===== src/rtl/traffic_light_ctrl.sv =====
// NS/EW intersection controller with configurable phase timing, all-red
// clearance, a latched pedestrian walk/clear phase and emergency preemption.
// Lamp outputs are decoded from registered state only.
//
// Handshake note: there are no valid/ready channels here. ped_req may be a
// pulse or a level and is latched. emerg_req is a level that is sampled every
// cycle, and emerg_dir is sampled together with it.
module traffic_light_ctrl #(
  parameter int CNT_W       = 8,
  parameter int NS_GREEN_T  = 20,
  parameter int EW_GREEN_T  = 16,
  parameter int YELLOW_T    = 4,
  parameter int ALL_RED_T   = 2,
  parameter int MIN_GREEN_T = 6,
  parameter int PED_WALK_T  = 10,
  parameter int PED_CLEAR_T = 6
) (
  input  logic       clk,
  input  logic       reset,
  input  logic       ped_req,
  input  logic       emerg_req,
  input  logic       emerg_dir,
  output logic       ns_red,
  output logic       ns_yellow,
  output logic       ns_green,
  output logic       ew_red,
  output logic       ew_yellow,
  output logic       ew_green,
  output logic       ped_green,
  output logic       ped_clear,
  output logic       ped_wait,
  output logic       emerg_active,
  output logic [2:0] state_dbg
);

  typedef enum logic [2:0] {
    NS_G, NS_Y, AR_NS, EW_G, EW_Y, AR_EW, PED_WALK, PED_CLEAR
  } state_t;

  localparam logic DIR_NS = 1'b0;
  localparam logic DIR_EW = 1'b1;

  // Last timer value of each phase: a phase of length T exits at timer == T-1.
  localparam logic [CNT_W-1:0] NS_G_LAST  = CNT_W'(NS_GREEN_T - 1);
  localparam logic [CNT_W-1:0] EW_G_LAST  = CNT_W'(EW_GREEN_T - 1);
  localparam logic [CNT_W-1:0] Y_LAST     = CNT_W'(YELLOW_T - 1);
  localparam logic [CNT_W-1:0] AR_LAST    = CNT_W'(ALL_RED_T - 1);
  localparam logic [CNT_W-1:0] MIN_LAST   = CNT_W'(MIN_GREEN_T - 1);
  localparam logic [CNT_W-1:0] WALK_LAST  = CNT_W'(PED_WALK_T - 1);
  localparam logic [CNT_W-1:0] CLEAR_LAST = CNT_W'(PED_CLEAR_T - 1);

  state_t           state_q, state_d;
  logic [CNT_W-1:0] timer_q, timer_d;
  logic             ped_q, ped_d;
  logic             next_dir_q, next_dir_d;
  logic             emerg_q, emerg_d;
  logic             hold;
  state_t           emerg_green;

  assign emerg_green = (emerg_dir == DIR_EW) ? EW_G : NS_G;

  // Register state, phase timer, pedestrian latch, post-walk direction and
  // the emergency-hold flag.
  always_ff @(posedge clk) begin
    if (reset) begin
      state_q    <= NS_G;
      timer_q    <= '0;
      ped_q      <= 1'b0;
      next_dir_q <= DIR_EW;
      emerg_q    <= 1'b0;
    end else begin
      state_q    <= state_d;
      timer_q    <= timer_d;
      ped_q      <= ped_d;
      next_dir_q <= next_dir_d;
      emerg_q    <= emerg_d;
    end
  end

  // Next-state, timer and latch update. Emergency is checked first, then
  // pedestrian service, then the normal rotation.
  always_comb begin
    state_d    = state_q;
    next_dir_d = next_dir_q;
    hold       = 1'b0;
    case (state_q)
      NS_G: begin
        if (emerg_req) begin
          if (emerg_dir == DIR_EW) state_d = NS_Y;
          else                     hold    = 1'b1;
        end else if ((ped_q && timer_q >= MIN_LAST) || timer_q == NS_G_LAST) begin
          state_d = NS_Y;
        end
      end
      NS_Y:  if (timer_q == Y_LAST) state_d = AR_NS;
      AR_NS: begin
        if (timer_q == AR_LAST) begin
          if (emerg_req) begin
            state_d = emerg_green;
          end else if (ped_q) begin
            state_d    = PED_WALK;
            next_dir_d = DIR_EW;
          end else begin
            state_d = EW_G;
          end
        end
      end
      EW_G: begin
        if (emerg_req) begin
          if (emerg_dir == DIR_NS) state_d = EW_Y;
          else                     hold    = 1'b1;
        end else if ((ped_q && timer_q >= MIN_LAST) || timer_q == EW_G_LAST) begin
          state_d = EW_Y;
        end
      end
      EW_Y:  if (timer_q == Y_LAST) state_d = AR_EW;
      AR_EW: begin
        if (timer_q == AR_LAST) begin
          if (emerg_req) begin
            state_d = emerg_green;
          end else if (ped_q) begin
            state_d    = PED_WALK;
            next_dir_d = DIR_NS;
          end else begin
            state_d = NS_G;
          end
        end
      end
      PED_WALK: if (emerg_req || timer_q == WALK_LAST) state_d = PED_CLEAR;
      PED_CLEAR: begin
        if (timer_q == CLEAR_LAST) begin
          if (emerg_req)                 state_d = emerg_green;
          else if (next_dir_q == DIR_NS) state_d = NS_G;
          else                           state_d = EW_G;
        end
      end
      default: state_d = NS_G;
    endcase

    if (state_d != state_q) timer_d = '0;
    else if (hold)          timer_d = timer_q;
    else                    timer_d = timer_q + 1'b1;

    // Entering the walk phase serves the request, so clearing wins over a
    // press in that same cycle.
    ped_d = ped_q;
    if (state_d == PED_WALK && state_q != PED_WALK) ped_d = 1'b0;
    else if (ped_req && state_q != PED_WALK)        ped_d = 1'b1;

    // Flag the cycles in which the preempted green is being held.
    emerg_d = emerg_req && (state_d == emerg_green);
  end

  // Lamp and status decode from registered state.
  always_comb begin
    ns_green     = (state_q == NS_G);
    ns_yellow    = (state_q == NS_Y);
    ns_red       = !((state_q == NS_G) || (state_q == NS_Y));
    ew_green     = (state_q == EW_G);
    ew_yellow    = (state_q == EW_Y);
    ew_red       = !((state_q == EW_G) || (state_q == EW_Y));
    ped_green    = (state_q == PED_WALK);
    ped_clear    = (state_q == PED_CLEAR);
    ped_wait     = ped_q;
    emerg_active = emerg_q;
    state_dbg    = state_q;
  end

endmodule


===== config.mk =====
export PLATFORM = sky130hd
export DESIGN_NAME = traffic_light_ctrl
export DESIGN_NICKNAME = d
export VERILOG_FILES = /design/src/rtl/traffic_light_ctrl.sv
export SDC_FILE = /design/constraint.sdc
export NUM_CORES = 1
export LEC_CHECK = 0
export ABC_AREA = 0
export CELL_PAD_IN_SITES_DETAIL_PLACEMENT = 0
export CELL_PAD_IN_SITES_GLOBAL_PLACEMENT = 2
export CORE_MARGIN = 5
export CORE_UTILIZATION = 31
export CTS_CLUSTER_DIAMETER = 30
export DETAILED_ROUTE_END_ITERATION = 8
export PLACE_DENSITY = 0.78
export SYNTH_ARGS = -nofsm -noshare
export SYNTH_HDL_FRONTEND = slang
export SYNTH_SLANG_ARGS = --single-unit

===== constraint.sdc =====
create_clock -name clk -period 2.9 [get_ports clk]
set_clock_uncertainty 0.15 [all_clocks]
set_input_delay 0.58 -clock clk [delete_from_list [all_inputs] [get_ports clk]]
set_output_delay 0.58 -clock clk [all_outputs]
set_load 0.02 [all_outputs]

; Word level (Yosys, flattened, before mapping)
; Cells that the tools add are included.
[word_totals]
inputBits = 5
ff_bits = 14
word_cells = 78
output_inout_bits = 13
[op_classes]
order_cmp = 1
reduce_logical = 16
n_mux = 32
eq_ne = 23
n_addsub = 1
[ops]
columns = op, n
row1 = 2-to-1 mux 3 bit, 16
row2 = case mux 3 bit (8 select lines), 1
row3 = "equality test 8 x 4 -> 1 bit, second input constant", 2
row4 = "equality test 3 bit, second input constant", 5
row5 = "inequality test 2 bit, second input constant", 6
row6 = 2-to-1 mux 1 bit, 10
row7 = "adder 8 x 1 -> 8 bit, second input constant", 1
row8 = "equality test 8 x 1 -> 1 bit, second input constant", 1
row9 = "equality test 8 x 2 -> 1 bit, second input constant", 1
row10 = "equality test 8 x 3 -> 1 bit, second input constant", 1
row11 = "equality test 8 x 5 -> 1 bit, second input constant", 1
row12 = "greater-or-equal comparator 8 x 3 -> 1 bit, second input constant", 1
row13 = AND reduction 7 bit, 1
row14 = "equality test 3 x 2 -> 1 bit, second input constant", 2
row15 = 2-to-1 mux 2 bit, 3
row16 = logical OR 1 bit, 5
row17 = logical AND 1 bit, 4
row18 = case mux 1 bit (2 select lines), 2
row19 = OR reduction 2 bit, 2
row20 = "equality test 3 x 1 -> 1 bit, second input constant", 1
row21 = equality test 3 x 2 -> 1 bit, 1
row22 = zero test 3 bit, 1
row23 = inequality test 3 bit, 1
row24 = "inequality test 3 bit, second input constant", 1
row25 = other kinds (2), 3

; Depth between registers and ports, before layout
; Gate-level depths: netlist of the first run.
[logic_depth]
word_depth = 9
mapped_depth = 8
depth_no_buf = 8

; Worst setup path after synthesis of the first run
; OpenSTA, ideal clock, no wires.
[synth_path]
path_type = reg2reg
start = reg state_q[0] (netlist: state_dbg[0])
end = reg next_dir_q
arrival_ns = 2.558
path_slack_ns = 0.073
stages_incl_launch_ff = 8
required_time_ns = 2.630
cell_sequence = dfxtp_1 > clkbuf_1 > nor3b_1 > a32oi_1 > nor3_1 > nor3_1 > or4b_1 > a211o_1
[synth_via]
elab_chain_len = 3
[synth_lines]
columns = item, line_no
row1 = "start, declared", 52  ; state_t state_q, state_d;
row2 = "start signal, assigned", 72  ; state_q <= state_d;
row3 = equality test 3 x 2 -> 1 bit / equality test 3 bit (equally long branches), 86  ; case (state_q)
row4 = inequality test 2 bit (no line) / nonzero test 2 bit (equally long branches), --
row5 = AND reduction 7 bit (no line), --
row6 = "end signal, assigned", 75  ; next_dir_q <= next_dir_d;
row7 = "end, declared", 55  ; logic next_dir_q, next_dir_d;
; Several ways; a longest one is shown, not always the timed one.
; A chain may end at the register's enable or synchronous reset.

; Worst setup path after layout of the first run
[layout_path]
start = in emerg_req
end = reg next_dir_q
[layout_via]
elab_chain_len = 2
[layout_lines]
columns = item, line_no
row1 = "start, declared", 21  ; input logic emerg_req,
row2 = inequality test 2 bit (no line), --
row3 = AND reduction 7 bit (no line) (*), --
; Every way passes the cells marked *; elsewhere a longest branch is shown, timed or not.

==> results.md, run 1 <==
* Maximum root-to-sink buffer count at 2
* Most frequently used flop master after synthesis: dfxtp_1
* Number of vias per cell at 5.44
* Clock edge transition at the registers on the reported setup and hold paths at 0.06 ns
* Startpoint types: input port
* Share of Yosys cell area claimed by the top area cell type at 23.2%
* Worst-skew pair later-pin latency at 0.25 ns
* Initial DRT Pass Iterations at 4
* Setup-failing EPs final at 0
* Number of synthesis warnings at 0
* Residual overflow from global routing at 0
* Number of antenna violations at the first check in global routing at 0
* Routed wire length per instance at 15.3 um
* Post-Layout Inst Area at 1630 um2
* Effective utilization at floorplan at 32.5%
* Total power divided by cell area at 871 nW/um2
* Seq/Total Area, Yosys at 23.2%
* Pin count of the biggest net entering global routing at 18
* Standard cell core area at 3720 um2
* Number of design rule violations left after detail routing at 0
* Most frequent cell after synthesis: dfxtp_1
* Via count of the first global-routing pass at 1,195
* Count of distinct cell types in the synthesized netlist at 49
* Post-route setup slack at 0.112 ns
* # IOs at 18
* Clock tree root buffer cell: clkbuf_8
* Filler instances at 384
* Crit-path slowest cell: clkdlybuf4s50_1
* Fin cells at 232
* Required time at the worst-slack endpoint at 2.89 ns
* Delay of the slowest cell on the worst path at 0.51 ns
* Count of flip-flops with a built-in enable after synthesis at 0
* Buffers added on ports at 17
* Number of hold-slack violations in the final timing report at 0
* Horiz. Die Dim at 72.4 um
* Transition at the pin with the smallest max-transition slack at 0.520 ns
* Post-CTS Setup Bufs at 0
* Top cell type by total area after synthesis: dfxtp_1
* Status: finished clean
* Setup WS pre-CTS at -0.218 ns
* Number of buffer and inverter instances along the worst setup path at 2
* Highest clock rate at 359 MHz
* Overall die height at 72.4 um
* Highest fanout seen on the critical path at 10
* FFs w/ async S/R, synth at 0%
* Worst-case headroom to the max-slew limit at 65.1%
* GP Congestion at 0.920
* First-pass GRT wire length at 5830 um
* Worst path top cell family by delay: simple AND/OR/NAND/NOR gates
* Net count of the mapped netlist at 157
* Hpwl dp at 2870 um
* Core Rows at 22
* Count of max-cap constraint violations at 0
* Post-Place Cells at 228
* Clock tree from TritonCTS: built
* Cell Chain, Critical Path: clkdlybuf4s50_1 > buf_6 > mux2i_1 > a311o_1 > o21ai_1 > nor3_2 > or4b_4 > a211o_1
* Final nets at 193
* Dominant cells by area after synthesis: dfxtp_1 23%, xnor2_1 5.1%, nor3_1 4.6%
* Classification of the worst-slack hold path: flip-flop to flip-flop
* Nature of the critical path endpoint: flip-flop
* Post-place instance area at 1560 um2
* Cells after synthesis at 149
* Antenna-violating nets left at 0
* Final antenna diode count at 0
* GRT Total Usage at 14.1%
* Area growth from synthesis to layout at 35.1%
* Number of design-rule violations left by the first detailed-router iteration at 41
* Die area at 5250 um2
* Share of final-layout standard cells stronger than drive strength 1 at 22.3%
* Number of vias after detailed routing at 1,263
* Crit path time final at 2.79 ns
* Maximum VDD drop at 359 uV
* Arrival time reported for the critical path endpoint at 2.78 ns
* Average footprint of a synthesized cell at 8.11 um2
* TritonCTS buffer count at 3
* Clock sink count at 14
* Power, Total at 1420 uW
* Number of storage elements in the synthesis netlist at 14
* H-tree depth at 1
* Crit path kind: input port to flip-flop
* Share of the clock period used by the worst path after layout at 96.1%
* Synth top cells by count: 14 x dfxtp_1, 11 x nor3_1, 10 x nor2_1
* Summed instance area of the synthesized netlist at 1210 um2
* Number of pins exceeding their max-slew limit in the final report at 0
* Aggregate routed wire length at 3560 um
* Leakage power summed over all cells at 0.000639 uW
==> sequential cells by signal, indices dropped and copies added (netlist names) <==
| register | count |
|---|---|
| emerg_active | 1 |
| next_dir_q | 1 |
| ped_wait | 1 |
| state_dbg | 3 |
| timer_q | 8 |
==> power breakdown <==
group	leakage (uW)	internal, uW	switching, uW
combinational	0.000497	443	515
sequential	0.000114	233	42.8
clock	0.0000288	120	68.1
total	0.000639	797	626
==> placed cells by master, fill, tap and decap left out, drive strengths merged, types with 3 or more instances in the layout <==
cell type / synthesis / routed
buf: 3 / 21
nor2: 10 / 10
nor2b: 5 / 5
dfxtp: 14 / 14
nor4: 3 / 3
nand3: 5 / 5
or2: 3 / 3
nor3b: 4 / 4
nand2b: 3 / 3
and3: 6 / 6
ha: 3 / 3
nor3: 11 / 11
a21oi: 7 / 7
inv: 8 / 8
clkbuf: 4 / 4
xnor2: 7 / 7
or3b: 3 / 3
and3b: 3 / 3
a31oi: 3 / 3
clkdlybuf4s50: 0 / 17
or3: 3 / 3
o21ai: 4 / 4
o31ai: 3 / 3
or4: 3 / 3
nand2: 6 / 6
==> kinds of logic after synthesis <==
logic type / after synthesis / synth area share (%)
compound gates: 34 / 21.9
xor+xnor: 7 / 5.07
fa+ha+maj: 3 / 3.11
buf+inv: 15 / 5.49
flops: 14 / 23.2
mux: 3 / 2.59
simple gates: 73 / 38.6
==> final cells by class <==
class	instances	area, um2	share of cell area, %
repair buffers	38	332	20.3
inverters	8	30.0	1.84
multi-input cells	120	876	53.6
flip-flops and latches	14	280	17.2
clock buffers	4	55.1	3.37
well taps	48	60.1	3.68
==> routing by layer <==
metal / GRT usage, % / wire length, um / vias up
met1: 19.4 / 1740 / 594
met5: 0 / 0 / -
met3: 1.25 / 186 / 7
met4: 6.76 / 75 / 0
met2: 21.9 / 1560 / 33
li1: - / - / 629
==> worst register-to-register path, cell delays in order, from the launching register on <==
cell and delay [ns]:
dfxtp_1 0.37, ha_1 0.22, nor3b_1 0.42, a21oi_1 0.13
a311o_1 0.37, nor3_2 0.23, or4b_4 0.49, a211o_1 0.29
==> stage by stage <==
stage	hold WS, ns	util (%)	setup TNS [ns]
after global routing	0.372	43.9	-0.00436
after global placement	0.355	42.0	-1.10
after detailed placement	0.339	42.0	-0.998
after CTS	0.352	43.5	0
after floorplan	0.285	-	0
final	0.354	43.9	0
==> repair_timing <==
action                     in CTS  in global routing
setup endpoints to repair       0                  6
gates resized for setup         0                  4
hold buffers                    0                  0
==> path summary, 6_finish.rpt <==
check | startpoint | endpoint | slack (ns) | cells after the start
worst max-delay path | emerg_req | next_dir_q$_SDFFE_PP1P_ | 0.11 | 8
worst min-delay path | next_dir_q$_SDFFE_PP1P_ | next_dir_q$_SDFFE_PP1P_ | 0.35 | 1
worst max register to register | timer_q[0]$_SDFFE_PP0N_ | next_dir_q$_SDFFE_PP1P_ | 0.13 | 7
worst min register to register | next_dir_q$_SDFFE_PP1P_ | next_dir_q$_SDFFE_PP1P_ | 0.35 | 1
Note: power is estimated with default switching activity, not from simulation.
==> inputs of run 2 (changes only) <==
--- a/config.mk
+++ b/config.mk
@@ -9,9 +9,10 @@
 export CELL_PAD_IN_SITES_DETAIL_PLACEMENT = 0
 export CELL_PAD_IN_SITES_GLOBAL_PLACEMENT = 2
 export CORE_MARGIN = 5
-export CORE_UTILIZATION = 31
+export CORE_UTILIZATION = 37
 export CTS_CLUSTER_DIAMETER = 30
 export DETAILED_ROUTE_END_ITERATION = 8
+export DONT_BUFFER_PORTS = 1
 export PLACE_DENSITY = 0.78
 export SYNTH_ARGS = -nofsm -noshare
 export SYNTH_HDL_FRONTEND = slang
==> results.md, run 2 (same netlist as run 1, synthesis figures left out) <==
* Capturing point of the worst reg2reg path: next_dir_q$_SDFFE_PP1P_
* Critical path destination: next_dir_q$_SDFFE_PP1P_
* # IOs at 18
* Area growth from synthesis to layout at 12.5%
* Fin cells at 203
* Area of combinational cells with multiple inputs at 867 um2
* Via count of the first global-routing pass at 1,166
* Clock tree from TritonCTS: built
* Number of design-rule violations left by the first detailed-router iteration at 63
* Transition at the pin with the smallest max-transition slack at 0.505 ns
* Highest clock rate at 359 MHz
* Standard cell core area at 3100 um2
* Clock tree root buffer cell: clkbuf_4
* Setup-failing EPs final at 0
* GRT Total Usage at 15.9%
* Crit path time final at 2.79 ns
* Crit-path slowest cell: or4b_1
* TritonCTS buffer count at 3
* Setup repair after global routing missed its margin: false
* Worst-case headroom to the max-slew limit at 66.2%
* Buffers added on ports at 0
* R2R setup slack at 0.11 ns
* Switching power at 575 uW
* R2R depth at 8
* Worst flop-to-flop path startpoint: timer_q[1]$_SDFFE_PP0N_
* Cell Chain, Critical Path: inv_1 > ha_1 > or3b_2 > nor4_4 > or3_1 > nor2_1 > or4b_1 > a211o_1
* Commonest non-fill, non-tap cells in the layout: 14 x dfxtp_1, 14 x buf_4, 11 x nor3_1
* Number of hold-repair buffers added at the cts stage at 0
* Comb power frac at 65.5%
* Nature of the critical path endpoint: flip-flop
* Final antenna diode count at 0
* Routed wire length per instance at 16.1 um
* Share of total power consumed by net switching at 50.1%
* Sequential cell fraction of total power at 24.9%
* Number of pins exceeding their max-slew limit in the final report at 0
* Classification of the worst-slack hold path: input port to flip-flop
* Clock sink count at 14
* Residual overflow from global routing at 0
* Number of design rule violations left after detail routing at 0
* Number of antenna violations at the first check in global routing at 0
* Portion of total power attributed to the clock network at 9.7%
* Area taken by flip-flops and latches at 280 um2
* Horiz. Die Dim at 67.2 um
* Arrival time reported for the critical path endpoint at 2.81 ns
* Worst-skew pair later-pin latency at 0.29 ns
* Overall die height at 67.2 um
* Filler instances at 329
* Antenna-violating nets left at 0
* Reg with most FFs: timer_q
* Delay of the slowest cell on the worst path at 0.54 ns
* Number of hold-slack violations in the final timing report at 0
* Hpwl dp at 2520 um
* First-pass GRT wire length at 5570 um
* Pin count of the biggest net entering global routing at 18
* Share of the clock period used by the worst path after layout at 96.1%
* Core Rows at 20
* Worst path top cell family by delay: simple AND/OR/NAND/NOR gates
* Die area at 4510 um2
* Post-Place Cells at 200
* Effective utilization at floorplan at 39.0%
* Origin of the worst setup path: timer_q[1]$_SDFFE_PP0N_
* Number of vias per cell at 5.81
* Cell internal pwr at 573 uW
* Share of final-layout standard cells stronger than drive strength 1 at 19.5%
* Number of buffer and inverter instances along the worst setup path at 1
* Sum of negative setup slack at 0 ns
* GP Congestion at 0.928
* Maximum root-to-sink buffer count at 2
* Clock edge transition at the registers on the reported setup and hold paths at 0.09 ns
* Number of vias after detailed routing at 1,179
* Final nets at 169
* H-tree depth at 1
* Required time at the worst-slack endpoint at 2.92 ns
* Highest fanout seen on the critical path at 7
* Initial DRT Pass Iterations at 4
* Startpoint types: flip-flop
* Maximum VDD drop at 322 uV
* Crit path kind: flip-flop to flip-flop
* Total power divided by cell area at 844 nW/um2
* Power, Total at 1150 uW
* Largest register FFs at 8
* Count of max-cap constraint violations at 0
* Status: finished clean
* Leakage power summed over all cells at 0.000526 uW
* Worst path depth at 8
* Aggregate routed wire length at 3260 um
run 2: worst min-delay path by stage:
stage / from / slack, ns / end / cells after the start
2_1_floorplan: next_dir_q$_SDFFE_PP1P_ / 0.28 / next_dir_q$_SDFFE_PP1P_ / 1
3_3_place_gp: next_dir_q$_SDFFE_PP1P_ / 0.29 / next_dir_q$_SDFFE_PP1P_ / 1
3_5_place_dp: next_dir_q$_SDFFE_PP1P_ / 0.31 / next_dir_q$_SDFFE_PP1P_ / 1
4_1_cts: reset / 0.21 / state_dbg[0]$_SDFF_PP0_ / 1
5_1_grt: reset / 0.19 / state_dbg[0]$_SDFF_PP0_ / 1
6_report: reset / 0.21 / state_dbg[0]$_SDFF_PP0_ / 1
run 2: layer usage:
layer / track usage (%) / share of wire, % / up-vias
met4: 6.08 / 1.7 / 0
met1: 20.6 / 48 / 562
met5: 0 / 0 / -
met2: 26.3 / 46 / 33
li1: - / - / 577
met3: 2.66 / 4.9 / 7
run 2: power by group through the flow:
stage	registers, uW	logic [uW]	clock network [uW]
final	286	752	111
after CTS	286	754	111
after global routing	294	833	124
after global placement	287	754	0
after detailed placement	291	749	0
after floorplan	307	514	0
run 2: final cells by class:
class / count / area share (%)
multi-input cells: 120 / 63.8
flip-flops and latches: 14 / 20.6
repair buffers: 14 / 7.73
well taps: 44 / 4.05
inverters: 8 / 2.21
clock buffers: 3 / 1.66
run 2: through the flow:
step           setup slack [ns]  hold slack [ns]  cell area, um2  utilization, %
6_report                  0.113            0.214            1360            43.8
5_1_grt                 0.00175            0.194            1360            43.8
4_1_cts                  0.0221            0.212            1360            43.7
3_5_place_dp             0.0418            0.314            1330            42.9
3_3_place_gp              0.148            0.291            1330            42.9
2_1_floorplan            0.0727            0.285            1210               -
run 2: what timing repair did:
| action | CTS | global route |
|---|---|---|
| endpoints found under the setup margin | 0 | 2 |
| buffers inserted | 0 | 0 |
| hold endpoints to repair | 0 | 0 |
| gates resized for setup | 0 | 1 |
==> inputs of run 3 (changes only) <==
--- a/config.mk
+++ b/config.mk
@@ -14,6 +14,8 @@
 export DETAILED_ROUTE_END_ITERATION = 8
 export DONT_BUFFER_PORTS = 1
 export PLACE_DENSITY = 0.78
+export SKIP_CTS_REPAIR_TIMING = 1
+export SLEW_MARGIN = 20
 export SYNTH_ARGS = -nofsm -noshare
 export SYNTH_HDL_FRONTEND = slang
 export SYNTH_SLANG_ARGS = --single-unit
==> results of run 3 <==
Same layout as run 2: the final DEF is identical, and so are final timing and power.
